<file path="src/rtl/word_serializer_if.sv">
// word_serializer_if: word handshake in, byte/strobe bus out to the shift queue.
interface word_serializer_if;
  logic [31:0] WORD_IN;
  logic        WORD_VALID;
  logic        WORD_READY;
  logic [7:0]  DATAOUT;
  logic        ENA;
  logic        BUSY;
  logic        DONE;
  modport master (output WORD_IN, WORD_VALID, input WORD_READY, DATAOUT, ENA, BUSY, DONE);
  modport slave  (input WORD_IN, WORD_VALID, output WORD_READY, DATAOUT, ENA, BUSY, DONE);
endinterface

</file>
<file path="src/rtl/word_serializer.sv">
// word_serializer: sends a 32-bit word MSB-first as four ENA-strobed bytes with guaranteed low gaps.
module word_serializer #(
  parameter int HOLD_CYCLES = 1,
  parameter int GAP_CYCLES  = 1
) (
  input logic               CLK,
  input logic               RST_N,
  word_serializer_if.slave  bus
);
  typedef enum logic [1:0] {IDLE, HIGH, LOW} state_t;
  state_t      state, state_nx;
  logic [31:0] sh;
  logic [1:0]  idx;
  logic [7:0]  cnt;
  logic        done;
  logic        hold_end, gap_end;
  assign hold_end = cnt == 8'(HOLD_CYCLES - 1);
  assign gap_end  = cnt == 8'(GAP_CYCLES - 1);
  always_ff @(posedge CLK or negedge RST_N)
    if (!RST_N) state <= IDLE;
    else        state <= state_nx;
  always_comb
    state_nx = state == IDLE ? (bus.WORD_VALID ? HIGH : IDLE) :
               state == HIGH ? (hold_end ? LOW : HIGH) :
               gap_end       ? (idx == 2'd3 ? IDLE : HIGH) : LOW;
  // sh[31:24] doubles as the DATAOUT register, so it holds the last byte while idle
  always_ff @(posedge CLK or negedge RST_N)
    if (!RST_N) begin
      sh   <= '0;
      idx  <= '0;
      cnt  <= '0;
      done <= 1'b0;
    end else begin
      done <= state == LOW && gap_end && idx == 2'd3;
      if (state == IDLE) begin
        if (bus.WORD_VALID) begin
          sh  <= bus.WORD_IN;
          idx <= '0;
          cnt <= '0;
        end
      end else if (state == HIGH) begin
        cnt <= hold_end ? 8'd0 : cnt + 8'd1;
      end else if (gap_end) begin
        cnt <= '0;
        if (idx != 2'd3) begin
          sh  <= sh << 8;
          idx <= idx + 2'd1;
        end
      end else begin
        cnt <= cnt + 8'd1;
      end
    end
  always_comb begin
    bus.ENA        = state == HIGH;
    bus.BUSY       = state != IDLE;
    bus.WORD_READY = state == IDLE;
    bus.DATAOUT    = sh[31:24];
    bus.DONE       = done;
  end
endmodule

</file>
<file path="src/flat_wrapper.sv">
// flat-port wrapper written by rule: the top's interface ports become plain ports
module word_serializer_flat 
#(
  parameter int HOLD_CYCLES = 1,
  parameter int GAP_CYCLES  = 1
)
  (CLK, RST_N, bus_WORD_IN, bus_WORD_VALID, bus_WORD_READY, bus_DATAOUT, bus_ENA, bus_BUSY, bus_DONE);
  word_serializer_if bus_i ();
  input logic CLK;
  input logic RST_N;
  input wire logic [$bits(bus_i.WORD_IN)-1:0] bus_WORD_IN;
  input wire logic [$bits(bus_i.WORD_VALID)-1:0] bus_WORD_VALID;
  output wire logic [$bits(bus_i.WORD_READY)-1:0] bus_WORD_READY;
  output wire logic [$bits(bus_i.DATAOUT)-1:0] bus_DATAOUT;
  output wire logic [$bits(bus_i.ENA)-1:0] bus_ENA;
  output wire logic [$bits(bus_i.BUSY)-1:0] bus_BUSY;
  output wire logic [$bits(bus_i.DONE)-1:0] bus_DONE;
  assign bus_i.WORD_IN = bus_WORD_IN;
  assign bus_i.WORD_VALID = bus_WORD_VALID;
  assign bus_WORD_READY = bus_i.WORD_READY;
  assign bus_DATAOUT = bus_i.DATAOUT;
  assign bus_ENA = bus_i.ENA;
  assign bus_BUSY = bus_i.BUSY;
  assign bus_DONE = bus_i.DONE;
  word_serializer #(.HOLD_CYCLES(HOLD_CYCLES), .GAP_CYCLES(GAP_CYCLES)) u_core (.CLK(CLK), .RST_N(RST_N), .bus(bus_i));
endmodule
</file>
<file path="config.mk">
export PLATFORM = sky130hd
export DESIGN_NAME = word_serializer_flat
export DESIGN_NICKNAME = d
export VERILOG_FILES = /design/src/rtl/word_serializer_if.sv /design/src/rtl/word_serializer.sv /design/src/flat_wrapper.sv
export SDC_FILE = /design/constraint.sdc
export NUM_CORES = 1
export LEC_CHECK = 0
export CORE_MARGIN = 4
export CORE_UTILIZATION = 54
export DETAILED_ROUTE_END_ITERATION = 6
export PLACE_DENSITY = 0.95
export SYNTH_ARGS = -nofsm -noshare
export SYNTH_HDL_FRONTEND = slang
export SYNTH_SLANG_ARGS = --single-unit
</file>
<file path="constraint.sdc">
create_clock -name CLK -period 4.2 [get_ports CLK]
set_input_delay 0.84 -clock CLK [delete_from_list [all_inputs] [get_ports CLK]]
set_output_delay 0.84 -clock CLK [all_outputs]
set_load 0.01 [all_outputs]
</file>
Word-level counts from Yosys, hierarchy flattened
Cells that the tools add are included.
Widths: inputs -> output; s select.
{ "op_classes": {"addsub": 2, "eq_ne": 6, "n_mux": 19, "reduce_logical": 8} }
{ "ops": {"columns": ["operator", "count"], "rows": [
  ["$mux 32", 5],
  ["$mux 8", 3],
  ["$mux 2", 9],
  ["$add 8x1->8 const B", 1],
  ["$logic_not 8->1", 1],
  ["$ne 2x2->1 const B", 3],
  ["$reduce_bool 2->1", 3],
  ["$eq 2x2->1 const B", 2],
  ["$reduce_and 4->1", 1],
  ["$add 2x1->2 const B", 1],
  ["$eq 2x1->1 const B", 1],
  ["$logic_and 1x1->1", 2],
  ["$logic_not 2->1", 1],
  ["$mux 1", 2]
]} }
{ "word_totals": {"regBits": 45, "in_bits": 35, "output_inout_bits": 12, "elab_cells": 40} }

Longest topological paths before layout
{ "depth": {"ltp_word": 5, "ltp_mapped": 8} }

Worst setup path before layout
Ideal clock, no wire load.
{ "synth_timing": {"path_kind": "register -> output", "startpoint": "reg u_core.state[1]", "endpoint": "out bus_WORD_READY", "arrival_ns": 1.142, "path_slack_ns": 2.218, "path_stages_with_launch": 6, "cell_sequence": "dfrtp_1 -> buf_2 -> or2_1 -> buf_4 -> inv_6 -> buf_4"} }
{ "synth_between": {"elab_chain_len": 1} }
{ "synth_lines": {"columns": ["element", "line", "rtl"], "rows": [
  ["start: declaration", "word_serializer.sv:11", "state_t state, state_nx;"],
  ["start signal: assignment", "word_serializer.sv:21", "else state <= state_nx;"],
  ["$logic_not 2->1", "word_serializer.sv:56", "bus.WORD_READY = state == IDLE;"],
  ["end: declaration", "flat_wrapper.sv:13", "output wire logic [$bits(bus_i.WORD_READY)-1:0] bus_WORD_READY;"]
]} }
No other way between the ends.

Worst setup path in the final report
Same ends and word-level chain as after synthesis.

==> implementation parameters <==
Parameter                              Value

Synthesis
  EDFF count, synth ... 0
  Top_reg_cell synth ... dfrtp_1
  Synth Cell Area ... 2150 um2
  Synthesized netlist net count ... 240
  Flop and latch count out of synthesis ... 45
  Proportion of register bits with asynchronous set or reset after synthesis ... 1.00
  Number of distinct library cells after synthesis ... 31
  Number of warnings reported in the yosys synthesis log ... 0
  Syn avg cell area ... approximately 11 um2
  Gate Count Post-Synth ... 202
  Post-synthesis sequential area ratio ... 0.523

Routing
  Final wirelength ... between 4000 and 5000 um
  Wire length per cell ... around 15 um
  Drt first-iter violations ... 92
  Vias per cell ... 5.42
  Vias ... 1546
  Number of iterations in the first detailed-routing pass ... 4
  Number of nets with antenna violations after routing ... 0
  DRC violation count after routing ... 0

Pwr
  Largest voltage drop on the vdd net ... 0.418 mV
  Post-layout power ... 0.00189 W
  Switching part of the total ... 0.376
  Clock Power Share ... 0.163
  Flop pwr share ... 0.391
  Power Internal ... 0.00118 W
  Share of power burned in combinational logic ... 0.445
  Switching power of the nets ... 0.000708 W
  Pwr dens ... 706 nW/um2
  Static Leakage ... 1.19 nW

Floorplan
  Die footprint ... 5060 um2
  Core Area ... 3740 um2
  Floorplan row count ... 22
  Number of top-level design ports ... 47
  Starting density of the core ... 0.575
  Overall die width ... 71.1 um
  Vertical extent of the die ... 71.1 um

Global routing
  Number of global-route vias before repair ... between 1500 and 2000
  Global route total overflow ... 0
  Global-route wire length before repair ... 7110 um
  Number of antenna violations at the first check in global routing ... 0
  Highest-utilization routing layer at the global route stage ... met2
  Total global routing track utilization ... 0.180
  Global routing met1 resource utilization ... 0.238
  Global-route track usage on met3 ... 0.0483
  Largest net degree at the start of global routing ... 46
  GR Util met2 ... 0.276

Clock tree
  Number of levels the H-tree was split into ... 2
  Clk pin slew, worst setup/hold paths ... 0.08 ns
  Number of setup buffers added after CTS ... 0
  TritonCTS clock tree ... done
  Worst-skew pair later-pin latency ... between 0.2 and 0.3 ns
  Total of hold buffers inserted after clock tree synthesis ... 0
  Longest Clk Path Bufs ... 2
  Sinks on Clock Net ... 45
  Number of gates resized after CTS ... 0
  Inserted Clock Buffers ... 5
  Root buffer selected by CTS ... clkbuf_8

Placement
  Post-DP Area ... 2570 um2
  Hpwl dp ... 2990 um
  # port buffers ... 46
  Routability congestion estimate from global placement ... 0.820

STA
  Final cycle utilization of the critical path ... 0.683
  Final worst clock skew ... 0.00636 ns
  Worst-case hold slack ... 0.485 ns
  Number of setup violations in the final report ... 0
  Slew Limit Fails ... 0
  Worst-margin pin slew ... around 1.0 ns
  Final-layout setup total negative slack ... 0 ns
  Achievable frequency ... 0.348 GHz
  Tmin final ... 2.87 ns
  Setup repair after global routing missed its margin ... no
  Hold Fails Final Rpt ... 0
  Worst relative slew slack ... 0.302

Final layout
  Final cell area excluding filler cells ... 2670 um2
  Diodes inserted ... 0
  Total of fill cells in the finished design ... about 270
  Fraction of layout cells with a size suffix above 1 ... 0.0717
  Fraction of the core area covered by cells at the end of the flow ... 0.713
  Total area of multi-input combinational cells ... 897 um2
  Final #Nets ... around 280
  Synth-to-layout area growth ... 24.1%
  Sequential cell area ... 1130 um2

Critical path
  Crit Path Category ... reg -> out
  Critical path peak fanout ... 28
  Type of element launching the critical path ... flip-flop
  CP Data Arrival Time ... 2.03 ns
  Worst Setup End Kind ... output port
  Worst endpoint required time ... 3.36 ns

Outcome
  Result of the run ... finished clean

Min path
  Worst hold-check path type ... reg -> reg

Run
  Max-Cap Viols ... 0
-- sequential cells by signal (all words and copies together), names as in the netlist --
register         count
u_core.bus.DONE      1
u_core.cnt           8
u_core.idx           2
u_core.sh           32
u_core.state         2
-- kinds of logic (layout without fill, tap and decap cells) --
family	count (synthesis)	in the layout	share of synthesized area
simple gates	54	54	0.126
compound gates	52	52	0.152
flops	45	45	0.523
mux	25	25	0.117
buf+inv	23	58	0.0651
fa+ha+maj	3	3	0.0174
-- power by group through the flow --
stage                     clock network (W)  registers, W  logic, W
after floorplan                           0      0.000702  0.000682
after global placement                    0      0.000734  0.000803
after detailed placement                  0      0.000747  0.000840
after CTS                          0.000317      0.000737  0.000846
after global routing               0.000333      0.000763  0.000938
final                              0.000308      0.000738  0.000839
-- path summary, 6_finish.rpt --
path | start | slack, ns | depth (start not counted) | end
setup / recovery | u_core.state[1]$_DFF_PN0_ | 1.33 | 3 | bus_WORD_READY
hold / removal | u_core.sh[23]$_DFFE_PN0P_ | 0.49 | 2 | u_core.sh[23]$_DFFE_PN0P_
setup reg to reg | u_core.cnt[0]$_DFFE_PN0P_ | 1.76 | 7 | u_core.idx[0]$_DFFE_PN0P_
hold reg to reg | u_core.sh[23]$_DFFE_PN0P_ | 0.49 | 2 | u_core.sh[23]$_DFFE_PN0P_
max in group asynchronous | RST_N | 2.88 | 1 | u_core.cnt[7]$_DFFE_PN0P_
min in group asynchronous | RST_N | 0.70 | 1 | u_core.sh[3]$_DFFE_PN0P_
-- routing by layer --
metal | vias up | wire (um)
met5 | - | 0
met4 | 0 | 87
met3 | 8 | 204
met2 | 36 | 1950
met1 | 730 | 1920
li1 | 772 | -
-- synth_stat cells, types with 4 or more instances --
| cell type | n | area, um2 |
|---|---|---|
| nand3_1 | 4 | 20.0 |
| mux2i_1 | 24 | 240 |
| nor2_1 | 4 | 15.0 |
| o21ai_1 | 25 | 125 |
| o21ai_0 | 5 | 25.0 |
| dfrtp_1 | 45 | 1130 |
| clkbuf_1 | 4 | 15.0 |
| a22o_1 | 10 | 87.6 |
| buf_4 | 12 | 90.1 |
| nand2_1 | 33 | 124 |
-- worst max-delay path, cell delays in order (launching register included) --
cell             delay, ns
dfrtp_1               0.48
or2_1                 0.35
inv_6                 0.29
clkdlybuf4s50_1       0.60
-- cell usage in the layout, fill, tap and decap left out, types with 2 or more instances in the layout --
master,instances
and3_1,3
nor2_1,4
mux2i_1,24
inv_1,3
a21o_1,3
dfrtp_1,45
a21oi_1,3
ha_1,3
o21ai_1,25
nand3_1,4
nand2_1,33
o21ai_0,5
nor3b_2,2
a31oi_1,3
clkdlybuf4s50_1,45
clkbuf_8,5
a22o_1,10
-- layout make-up --
class	count	area share
clock buffer	5	0.0258
tap	48	0.0225
timing repair buffer	47	0.173
inverter	4	0.00750
sequential	45	0.422
clock inverter	2	0.0131
multi-input combinational	134	0.336
-- metrics by stage --
step                setup slack, ns  std cells
global placement               1.15        278
CTS                            1.32        285
detailed placement             1.10        278
floorplan                      2.22        202
global route                   1.22        285
finish                         1.33        285
No activity file was read; power rests on OpenSTA's default activity.
